`src/rtl/keypad_pkg.sv`:
```
`default_nettype none
// ============================================================================
//  Module      : keypad_pkg
//  Description : Shared constants, state encoding and key-index helper for
//                the 4x4 matrix keypad scanner.
//  Contents    : NUM_ROWS, NUM_COLS, KEY_W, COL_RESET, state_e, key_index()
//  Revision    : 1.0 - initial release
// ============================================================================
package keypad_pkg;

  localparam int NUM_ROWS = 4;
  localparam int NUM_COLS = 4;
  localparam int KEY_W    = 16;

  // Column 0 driven low out of reset
  localparam logic [NUM_COLS-1:0] COL_RESET = 4'b1110;

  typedef enum logic [0:0] {
    SCAN = 1'b0,
    EVAL = 1'b1
  } state_e;

  // Bit position of a key in the one-hot code: 4*row + col
  function automatic logic [3:0] key_index(input logic [1:0] row_idx,
                                           input logic [1:0] col_idx);
    return {row_idx, col_idx};
  endfunction

endpackage
`default_nettype wire

```
`src/rtl/keypad_scanner_if.sv`:
```
`default_nettype none
// ============================================================================
//  Module      : keypad_scanner_if
//  Description : Bundles the keypad matrix lines and the decoded key outputs.
//  Signals     : row        - keypad rows, active-low (into scanner)
//                col        - column drive, active-low (from scanner)
//                onehot     - debounced one-hot key code
//                key_pulse  - one-cycle strobe on a new nonzero key
//                frame_tick - one-cycle strobe at each frame evaluation
//  Modports    : master - the scanner; slave - keypad / downstream side
//  Revision    : 1.0 - initial release
// ============================================================================
interface keypad_scanner_if;
  import keypad_pkg::*;

  logic [NUM_ROWS-1:0] row;
  logic [NUM_COLS-1:0] col;
  logic [KEY_W-1:0]    onehot;
  logic                key_pulse;
  logic                frame_tick;

  modport master (
    input  row,
    output col,
    output onehot,
    output key_pulse,
    output frame_tick
  );

  modport slave (
    output row,
    input  col,
    input  onehot,
    input  key_pulse,
    input  frame_tick
  );

endinterface
`default_nettype wire

```
`src/rtl/keypad_debounce.sv`:
```
`default_nettype none
// ============================================================================
//  Module      : keypad_debounce
//  Description : Resolves each completed scan frame to a single candidate key,
//                counts consecutive identical candidates and publishes the
//                accepted key with a press strobe.
//  Ports       : clk, rst        - clock, asynchronous active-high reset
//                frame_valid_i   - high for the one cycle a frame is complete
//                frame_i         - raw pressed-key vector of that frame
//                onehot_o        - accepted key (0 = none)
//                key_pulse_o     - one-cycle strobe when onehot_o becomes nonzero
//  Config      : KEYPAD_GHOST_REJECT_EN - multi-key frames resolve to no key;
//                otherwise the lowest set bit wins.
//  Revision    : 1.0 - initial release
// ============================================================================
module keypad_debounce
  import keypad_pkg::*;
#(
  parameter int DEBOUNCE_FRAMES = 4
) (
  input  logic             clk,
  input  logic             rst,
  input  logic             frame_valid_i,
  input  logic [KEY_W-1:0] frame_i,
  output logic [KEY_W-1:0] onehot_o,
  output logic             key_pulse_o
);

  localparam logic [7:0] c_THRESH = 8'(DEBOUNCE_FRAMES);

  logic [KEY_W-1:0] w_candidate;
  logic [KEY_W-1:0] last_q, last_d;
  logic [KEY_W-1:0] onehot_q, onehot_d;
  logic [7:0]       count_q, count_d;
  logic             pulse_q, pulse_d;

`ifdef KEYPAD_GHOST_REJECT_EN
  logic w_multi;
  // x & (x-1) clears the lowest set bit; anything left means two or more keys
  assign w_multi     = (frame_i & (frame_i - KEY_W'(1))) != '0;
  assign w_candidate = w_multi ? '0 : frame_i;
`else
  // x & -x isolates the lowest set bit (and is x itself for 0 or 1 bits set)
  assign w_candidate = frame_i & (~frame_i + KEY_W'(1));
`endif

  always_comb begin
    last_d   = last_q;
    count_d  = count_q;
    onehot_d = onehot_q;
    pulse_d  = 1'b0;
    if (frame_valid_i) begin
      if (w_candidate == last_q) begin
        if (count_q != 8'hFF) begin
          count_d = count_q + 8'd1;
        end
      end else begin
        last_d  = w_candidate;
        count_d = 8'd1;
      end
      if ((count_d >= c_THRESH) && (w_candidate != onehot_q)) begin
        onehot_d = w_candidate;
        pulse_d  = (w_candidate != '0);
      end
    end
  end

  always_ff @(posedge clk or posedge rst) begin
    if (rst) begin
      last_q   <= '0;
      count_q  <= '0;
      onehot_q <= '0;
      pulse_q  <= 1'b0;
    end else begin
      last_q   <= last_d;
      count_q  <= count_d;
      onehot_q <= onehot_d;
      pulse_q  <= pulse_d;
    end
  end

  assign onehot_o    = onehot_q;
  assign key_pulse_o = pulse_q;

endmodule
`default_nettype wire

```
`src/rtl/keypad_scanner.sv`:
```
`default_nettype none
// ============================================================================
//  Module      : keypad_scanner
//  Description : Scans a 4x4 active-low matrix keypad one column at a time,
//                assembles a full frame of pressed keys and hands it to the
//                debouncer once per frame (4*SCAN_DIV+1 cycles).
//  Ports       : clk, rst - clock, asynchronous active-high reset
//                kp       - keypad_scanner_if.master (row, col, onehot,
//                           key_pulse, frame_tick)
//  Parameters  : SCAN_DIV        - cycles each column is driven (>= 3)
//                DEBOUNCE_FRAMES - identical frames needed to accept (1..255)
//  Config      : KEYPAD_GHOST_REJECT_EN - see keypad_debounce
//  Revision    : 1.0 - initial release
// ============================================================================
module keypad_scanner
  import keypad_pkg::*;
#(
  parameter int SCAN_DIV        = 50000,
  parameter int DEBOUNCE_FRAMES = 4
) (
  input  logic              clk,
  input  logic              rst,
  keypad_scanner_if.master  kp
);

  localparam int               DIV_W      = $clog2(SCAN_DIV);
  localparam logic [DIV_W-1:0] c_DIV_LAST = DIV_W'(SCAN_DIV - 1);

  logic [NUM_ROWS-1:0] row_meta_q, row_sync_q;
  logic [DIV_W-1:0]    div_q, div_d;
  logic [1:0]          col_idx_q, col_idx_d;
  logic [NUM_COLS-1:0] col_q, col_d;
  state_e              state_q, state_d;
  logic [KEY_W-1:0]    frame_q, frame_d;
  logic                w_frame_valid;

  // Row lines are asynchronous to clk
  always_ff @(posedge clk or posedge rst) begin
    if (rst) begin
      row_meta_q <= 4'hF;
      row_sync_q <= 4'hF;
    end else begin
      row_meta_q <= kp.row;
      row_sync_q <= row_meta_q;
    end
  end

  always_comb begin
    state_d   = state_q;
    div_d     = div_q;
    col_idx_d = col_idx_q;
    col_d     = col_q;
    frame_d   = frame_q;
    case (state_q)
      SCAN: begin
        if (div_q == c_DIV_LAST) begin
          // Sample on the divider's last cycle so the rows have settled
          for (int r = 0; r < NUM_ROWS; r++) begin
            frame_d[key_index(2'(r), col_idx_q)] = ~row_sync_q[r];
          end
          div_d     = '0;
          col_idx_d = col_idx_q + 2'd1;
          col_d     = {col_q[NUM_COLS-2:0], col_q[NUM_COLS-1]};
          if (col_idx_q == 2'd3) begin
            state_d = EVAL;
          end
        end else begin
          div_d = div_q + DIV_W'(1);
        end
      end
      EVAL: begin
        // Debouncer consumes frame_q this cycle; start the next frame clean
        state_d = SCAN;
        frame_d = '0;
      end
      default: begin
        state_d = SCAN;
      end
    endcase
  end

  always_ff @(posedge clk or posedge rst) begin
    if (rst) begin
      state_q   <= SCAN;
      div_q     <= '0;
      col_idx_q <= 2'd0;
      col_q     <= COL_RESET;
      frame_q   <= '0;
    end else begin
      state_q   <= state_d;
      div_q     <= div_d;
      col_idx_q <= col_idx_d;
      col_q     <= col_d;
      frame_q   <= frame_d;
    end
  end

  assign w_frame_valid = (state_q == EVAL);

  keypad_debounce #(
    .DEBOUNCE_FRAMES (DEBOUNCE_FRAMES)
  ) u_debounce (
    .clk           (clk),
    .rst           (rst),
    .frame_valid_i (w_frame_valid),
    .frame_i       (frame_q),
    .onehot_o      (kp.onehot),
    .key_pulse_o   (kp.key_pulse)
  );

  assign kp.col        = col_q;
  assign kp.frame_tick = w_frame_valid;

endmodule
`default_nettype wire

```
`src/flat_wrapper.sv`:
```
// flat-port wrapper written by rule: the top's interface ports become plain ports
module keypad_scanner_flat import keypad_pkg::*;
#(
  parameter int SCAN_DIV        = 50000,
  parameter int DEBOUNCE_FRAMES = 4
)
  (clk, rst, kp_row, kp_col, kp_onehot, kp_key_pulse, kp_frame_tick);
  keypad_scanner_if kp_i ();
  input  logic clk;
  input  logic rst;
  input wire logic [$bits(kp_i.row)-1:0] kp_row;
  output wire logic [$bits(kp_i.col)-1:0] kp_col;
  output wire logic [$bits(kp_i.onehot)-1:0] kp_onehot;
  output wire logic [$bits(kp_i.key_pulse)-1:0] kp_key_pulse;
  output wire logic [$bits(kp_i.frame_tick)-1:0] kp_frame_tick;
  assign kp_i.row = kp_row;
  assign kp_col = kp_i.col;
  assign kp_onehot = kp_i.onehot;
  assign kp_key_pulse = kp_i.key_pulse;
  assign kp_frame_tick = kp_i.frame_tick;
  keypad_scanner #(.SCAN_DIV(SCAN_DIV), .DEBOUNCE_FRAMES(DEBOUNCE_FRAMES)) u_core (.clk(clk), .rst(rst), .kp(kp_i));
endmodule
```
`config.mk`:
```
export PLATFORM = sky130hd
export DESIGN_NAME = keypad_scanner_flat
export DESIGN_NICKNAME = d
export VERILOG_FILES = /design/src/rtl/keypad_pkg.sv /design/src/rtl/keypad_scanner_if.sv /design/src/rtl/keypad_debounce.sv /design/src/rtl/keypad_scanner.sv /design/src/flat_wrapper.sv
export SDC_FILE = /design/constraint.sdc
export NUM_CORES = 1
export LEC_CHECK = 0
export ABC_AREA = 1
export CORE_AREA = 2 2 91 93
export DETAILED_ROUTE_END_ITERATION = 7
export DIE_AREA = 0 0 93 95
export GPL_ROUTABILITY_DRIVEN = 0
export PLACE_DENSITY_LB_ADDON = 0.1
export SETUP_SLACK_MARGIN = 0.2
export SLEW_MARGIN = 20
export SYNTH_ARGS = -nofsm -noshare
export SYNTH_HDL_FRONTEND = slang
export SYNTH_SLANG_ARGS = --single-unit
```
`constraint.sdc`:
```
create_clock -name clk -period 4.3 [get_ports clk]
set_clock_uncertainty 0.2 [all_clocks]
set_input_delay 0.645 -clock clk [delete_from_list [all_inputs] [get_ports clk]]
set_output_delay 0.645 -clock clk [all_outputs]
set_load 0.005 [all_outputs]
```
==> qor.yml, run 1 <==
cts_buffers: 9
core-area_sq_um: 7930
dp_hpwl_microns: 6920
cpMaxStageDelayCell: "nand2_1"
hold_path.class: "flop to flop"
startpoint: "u_core.frame_q[0]"
yosys-top-cells-area: "dfrtp_1 (42%), nand2_1 (14%), dfstp_2 (6.2%), inv_1 (5.4%), o21ai_0 (5.4%)"
reg2reg_from: "u_core.frame_q[0]"
clock.fmax_mhz: 331
cts_resized: 0
synth.most_common_cell: "nand2_1"
start_util_pct: 58.5
yosys.area.top_type: "dfrtp_1"
antenna_cells: 0
cap_violations: 0
highest_layer: "met4"
netlist_instances: 589
wl_per_cell_microns: 13.3
syn_to_final_growth_pct: 11.9
required_ps: 4320
outcome: "complete, no violations"
async_flop_share_pct: 100
dieWidth_microns: 93
place_area_sq_um: 5010
vias_per_cell: 5.31
port_buffers: 27
rsz0062_at_grt: "false"
wirelength_microns: 9650
yosysSeqAreaShare_pct: 47.8
arrival_ps: 3040
wl_met3_microns: 406
final_nets: 630
finalSetupViolations: 0
vias: 3864
synthFlopType: "dfrtp_1"
slew_headroom_pct: 39.8
syn_area_per_cell_sq_um: 7.87
die_y_microns: 95
post-route-period-util_pct: 70.2
grt-ovfl-total: 0
yosys-top-cells-count: "nand2_1 (171), dfrtp_1 (77), inv_1 (67)"
die_area_sq_um: 8840
cts-root-buf: "clkbuf_8"
clockBufferDepth: 2
rrSetupSlack_ps: 1280
max_stage_delay_ps: 680
hold_start: "u_core.row_meta_q[0]"
synth-seq-cells: 88
period_needed_ps: 3020
critPathCaptureType: "flop"
cts_tree: "yes"
p_per_area_nw_per_um2: 272
tns_ps: 0
insertion_delay_ps: 370
crit_chain: "nor2_4, nand3_1, inv_2, nand2_1, nand2_1, nand2_1, inv_1, nand2_1, nor2_2, nand2_1, nand2_1, o21ai_0"
fillers: 671
route.detailed.drc: 0
wl_met2_microns: 4630
cts_sinks: 88
grt_pass1_vias: 3553
antenna_found_initial: 0
critPathLaunchType: "flop"
synth_edf_count: 0
drt_iter0_drc: 200
ys_types: 38
drive_gt1_share_pct: 9.63
hold_slack_ps: 161
drt_pass1_iterations: 5
synth_top_area_share_pct: 41.5
grtUsageTotal_pct: 24.1
path_clk_slew_ps: 100
cts_setup_buffers: 0
wl_met1_microns: 4480
cts_htree_levels: 3
rows: 33
finalHoldViolCount: 0
grt_max_degree: 89
grt_first_pass_wirelength_microns: 16800
crit_type: "flop to flop"
syn_nets: 601
final_area_sq_um: 5190
holdBufCountCts: 0
cp_common_cell: "nand2_1"
netlist_area_sq_um: 4640
ys_warn_count: 0
peakVddDrop_mv: 0.205
ant_nets: 0
path_max_fanout: 33
p_leak_nw: 2.64
slew_viol_final: 0
ios: 28
worstMarginPinSlew_ps: 901
==> layout make-up <==
type / count / area (sq um) / area share (%)
clock inverters: 7 / 60.1 / 1.16
inverters: 69 / 260 / 5.01
repair buffers: 28 / 290 / 5.59
clock buffers: 9 / 124 / 2.39
multi-input cells: 422 / 2110 / 40.6
flip-flops and latches: 88 / 2220 / 42.7
well taps: 105 / 131 / 2.53
==> registers in the layout, summed over array words and instances, names as in the netlist <==
signal	cells
u_core.u_debounce.key_pulse_o	1
u_core.col_idx_q	2
u_core.kp.frame_tick	1
u_core.row_meta_q	4
u_core.frame_q	16
u_core.row_sync_q	4
u_core.div_q	16
u_core.u_debounce.last_q	16
u_core.u_debounce.onehot_o	16
u_core.u_debounce.count_q	8
u_core.kp.col	4
==> critical path, delay by kind of cell, from the launching register on <==
kind                   cells  cell delay (ps)
AND/OR/NAND/NOR            9             1780
flip-flops                 1              480
AO/OA/AOI/OAI              1              210
buffers and inverters      2              170
==> per-layer routing <==
layer / vias to the layer above / GRT usage, %
met5: - / 0
met4: 0 / 6.99
met3: 13 / 5.35
met2: 78 / 39.0
met1: 1826 / 33.0
li1: 1947 / -
==> metrics by stage <==
stage               worst slack (ps)  utilization, %  total power [mW]  cells
floorplan                       1190               -             0.865    589
finish                          1280            65.5              1.41    728
global placement                1470            63.1             0.877    712
detailed placement              1300            63.1             0.877    712
global route                     941            65.5              1.47    728
CTS                             1300            65.5              1.43    728
==> final timing paths <==
| path | end | depth (start not counted) |
|---|---|---|
| worst max-delay path | u_core.u_debounce.last_q[3] | 12 |
| worst min-delay path | u_core.row_sync_q[0] | 0 |
| worst max register to register | u_core.u_debounce.last_q[3] | 12 |
| worst min register to register | u_core.row_sync_q[0] | 0 |
| max in group asynchronous | u_core.u_debounce.onehot_o[13] | 3 |
| min in group asynchronous | u_core.frame_q[7] | 3 |
==> power breakdown <==
group / internal, mW / switching [mW]
clock: 0.220 / 0.333
sequential: 0.834 / 0.00111
combinational: 0.00720 / 0.0174
total: 1.06 / 0.352
==> logic make-up (layout without fill, tap and decap cells) <==
| group | Yosys count | count (layout) | share of synthesized area (%) |
|---|---|---|---|
| and+or+nand+nor | 329 | 329 | 32.5 |
| DFF | 88 | 88 | 47.8 |
| buffers and inverters | 79 | 113 | 6.77 |
| AOI/OAI and AO/OA | 72 | 72 | 8.47 |
| xor gates and xnor gates | 14 | 14 | 2.64 |
| adders and majority gates | 6 | 6 | 1.62 |
| muxes | 1 | 1 | 0.216 |
==> cells in the final DEF (no fill, tap or decap), types with 4 or more instances in the layout <==
master | synthesis | layout
a21oi_1 | 10 | 10
nand2_2 | 6 | 6
nor2_2 | 5 | 5
ha_1 | 6 | 6
dfstp_2 | 11 | 11
xor2_1 | 8 | 8
clkbuf_8 | 0 | 9
dfrtp_1 | 77 | 77
nor2_1 | 51 | 51
nor3_1 | 6 | 6
clkdlybuf4s50_1 | 0 | 27
inv_6 | 0 | 4
xnor2_1 | 6 | 6
inv_1 | 67 | 66
nand3b_1 | 8 | 8
nand4_1 | 12 | 12
nand2_1 | 171 | 171
o21ai_0 | 50 | 50
or2_2 | 8 | 8
nand3_1 | 48 | 48
(Power assumes the default switching activity.)
==> inputs of run 2 (changes only) <==
--- a/config.mk
+++ b/config.mk
@@ -6,9 +6,9 @@
 export NUM_CORES = 1
 export LEC_CHECK = 0
 export ABC_AREA = 1
-export CORE_AREA = 2 2 91 93
+export CORE_AREA = 2 2 96 98
 export DETAILED_ROUTE_END_ITERATION = 7
-export DIE_AREA = 0 0 93 95
+export DIE_AREA = 0 0 98 100
 export GPL_ROUTABILITY_DRIVEN = 0
 export PLACE_DENSITY_LB_ADDON = 0.1
 export SETUP_SLACK_MARGIN = 0.2
==> constraint.sdc (replaced) <==
create_clock -name clk -period 2.4 [get_ports clk]
set_clock_uncertainty 0.2 [all_clocks]
set_input_delay 0.36 -clock clk [delete_from_list [all_inputs] [get_ports clk]]
set_output_delay 0.36 -clock clk [all_outputs]
set_load 0.005 [all_outputs]
==> qor.yml, run 2 (synthesized netlist as in run 1, its figures left out) <==
outcome: "complete, but fails checks"  # was complete, no violations
failed_checks: "negative setup slack"
required_ps: 2510  # was 4320 ps
pre_cts_ws_ps: -149  # was 1300 ps
crit_chain: "nor2_4, buf_12, nand2_8, nor2_8, nand2_4, nand2_2, nand2_2, nor2_4, nand2_2, nor2_4, o211ai_1, nand3_2, buf_12, nand3_1, nand2_1"  # was nor2_4, nand3_1, inv_2, nand2_1, nand2_1, nand2_1, inv_1, nand2_1, nor2_2, nand2_1, nand2_1, o21ai_0
p_per_area_nw_per_um2: 434  # was 272 nW/um^2
die_y_microns: 100  # was 95 microns
cap_violations: 0  # unchanged
worstMarginPinSlew_ps: 520  # was 901 ps
path_max_fanout: 16  # was 33
wl_per_cell_microns: 15.0  # was 13.3 microns
dieWidth_microns: 98  # was 93 microns
syn_to_final_growth_pct: 31.8  # was 11.9%
grt_pass1_vias: 3996  # was 3553
vias_per_cell: 5.39  # was 5.31
critPathLaunchType: "flop"  # unchanged
grt_max_degree: 34  # was 89
grt-ovfl-total: 0  # unchanged
drive_gt1_share_pct: 25.0  # was 9.63%
cts_tree: "yes"  # unchanged
die_area_sq_um: 9800  # was 8840 sq um
cpMaxStageDelayCell: "dfrtp_2"  # was nand2_1
final_nets: 676  # was 630
wirelength_microns: 11700  # was 9650 microns
final_cell_mix: "nand2_1 (151), dfrtp_1 (72), inv_1 (64), nand3_1 (40), o21ai_0 (36)"  # was nand2_1 (171), dfrtp_1 (77), inv_1 (66), nor2_1 (51), o21ai_0 (50)
layout.cells.most_common: "nand2_1"  # unchanged
rsz0062_at_grt: "true"  # was false
insertion_delay_ps: 370  # about the same
cts_htree_levels: 3  # unchanged
peakVddDrop_mv: 0.308  # was 0.205 mV
clockBufferDepth: 2  # unchanged
dp_hpwl_microns: 7310  # was 6920 microns
antenna_cells: 0  # unchanged
arrival_ps: 2630  # was 3040 ps
cts_sinks: 88  # unchanged
slew_headroom_pct: 64.9  # was 39.8%
dp_cells: 737  # was 712
drt_iter0_drc: 280  # was 200
final.setup.worst_slack_ps: -120  # was 1280 ps
period_needed_ps: 2520  # was 3020 ps
antenna_found_initial: 0  # unchanged
hold_path.class: "flop to flop"  # unchanged
p_leak_nw: 2.99  # was 2.64 nW
grt_first_pass_wirelength_microns: 18900  # was 16800 microns
clock.fmax_mhz: 397  # was 331 MHz
holdBufCountCts: 0  # unchanged
drt_pass1_iterations: 5  # unchanged
route.detailed.drc: 0  # unchanged
ant_nets: 0  # unchanged
slew_viol_final: 0  # unchanged
finalSetupViolations: 32  # was 0
cts-root-buf: "clkbuf_8"  # unchanged
crit_type: "flop to flop"  # unchanged
vias: 4203  # was 3864
path_clk_slew_ps: 100  # about the same
critPathCaptureType: "flop"  # unchanged
start_util_pct: 52.2  # was 58.5%
port_buffers: 27  # unchanged
finalHoldViolCount: 0  # unchanged
core-area_sq_um: 8890  # was 7930 sq um
post-route-period-util_pct: 105  # was 70.2%
layout.cells.non_filler: 780  # was 728
tns_ps: -1970  # was 0 ps
grtUsageTotal_pct: 24.0  # was 24.1%
max_stage_delay_ps: 440  # was 680 ps
cts_buffers: 9  # unchanged
ios: 28  # unchanged
rows: 35  # was 33
-- run 2: cell count changes in the layout (fill, tap and decap cells not counted), sizes merged --
cell and change:
clkbuf +1, clkinv -2, bufinv +1, clkinvlp +1
buf +45
-- run 2: worst paths after layout --
kind | startpoint | to | slack (ps) | cells past startpoint
worst max-delay path | u_core.frame_q[1] | u_core.u_debounce.onehot_o[14] | -120 | 15
worst min-delay path | u_core.row_meta_q[2] | u_core.row_sync_q[2] | 160 | 0
worst max register to register | u_core.frame_q[1] | u_core.u_debounce.onehot_o[14] | -120 | 15
worst min register to register | u_core.row_meta_q[2] | u_core.row_sync_q[2] | 160 | 0
max in group asynchronous | rst | u_core.kp.frame_tick | 1280 | 3
min in group asynchronous | rst | u_core.div_q[15] | 180 | 2
-- run 2: layout make-up --
cell class | count | area, sq um
Clock buffer | 9 | 124
Fill cell | 663 | 2780
Tap cell | 111 | 139
Inverter | 69 | 270
Clock inverter | 7 | 86.3
Multi-Input combinational cell | 422 | 2440
Timing Repair Buffer | 74 | 835
Sequential cell | 88 | 2220
-- run 2: per-stage QoR --
stage | instance area [sq um] | hold WS (ps) | util [%] | power (mW)
floorplan | 4640 | 145 | - | 1.55
global placement | 5210 | 146 | 58.6 | 1.58
detailed placement | 5210 | 147 | 58.6 | 1.58
CTS | 5840 | 155 | 65.7 | 2.67
global route | 6110 | 149 | 68.8 | 2.75
finish | 6110 | 159 | 68.8 | 2.65
-- run 2: timing repair --
| action | 4_1_cts | 5_1_grt |
|---|---|---|
| endpoints found under the setup margin | 42 | 44 |
| gates cloned | 3 | 1 |
| buffers inserted | 15 | 8 |
| resized for setup | 60 | 55 |
| pin swaps | 6 | 18 |
-- run 2: routing by layer --
metal / GRT usage [%] / wire length, microns / vias up
met5: 0 / 0 / -
met4: 8.01 / 232 / 0
met3: 4.39 / 582 / 26
met2: 40.5 / 5820 / 133
met1: 31.4 / 5070 / 2004
li1: - / - / 2040
-- run 2: power breakdown --
part | leakage (nW) | switching, mW | internal [mW]
Clock | 0.104 | 0.603 | 0.505
Combinational | 1.72 | 0.0325 | 0.0162
Sequential | 1.17 | 0.00210 | 1.49
Total | 2.99 | 0.637 | 2.02
-- run 2: worst max-delay path: cells and delay by family (launching register included) --
| kind | cells | cell delay [ps] |
|---|---|---|
| flip-flops | 1 | 440 |
| buffers and inverters | 2 | 300 |
| AO/OA/AOI/OAI | 1 | 140 |
| AND/OR/NAND/NOR | 12 | 1360 |
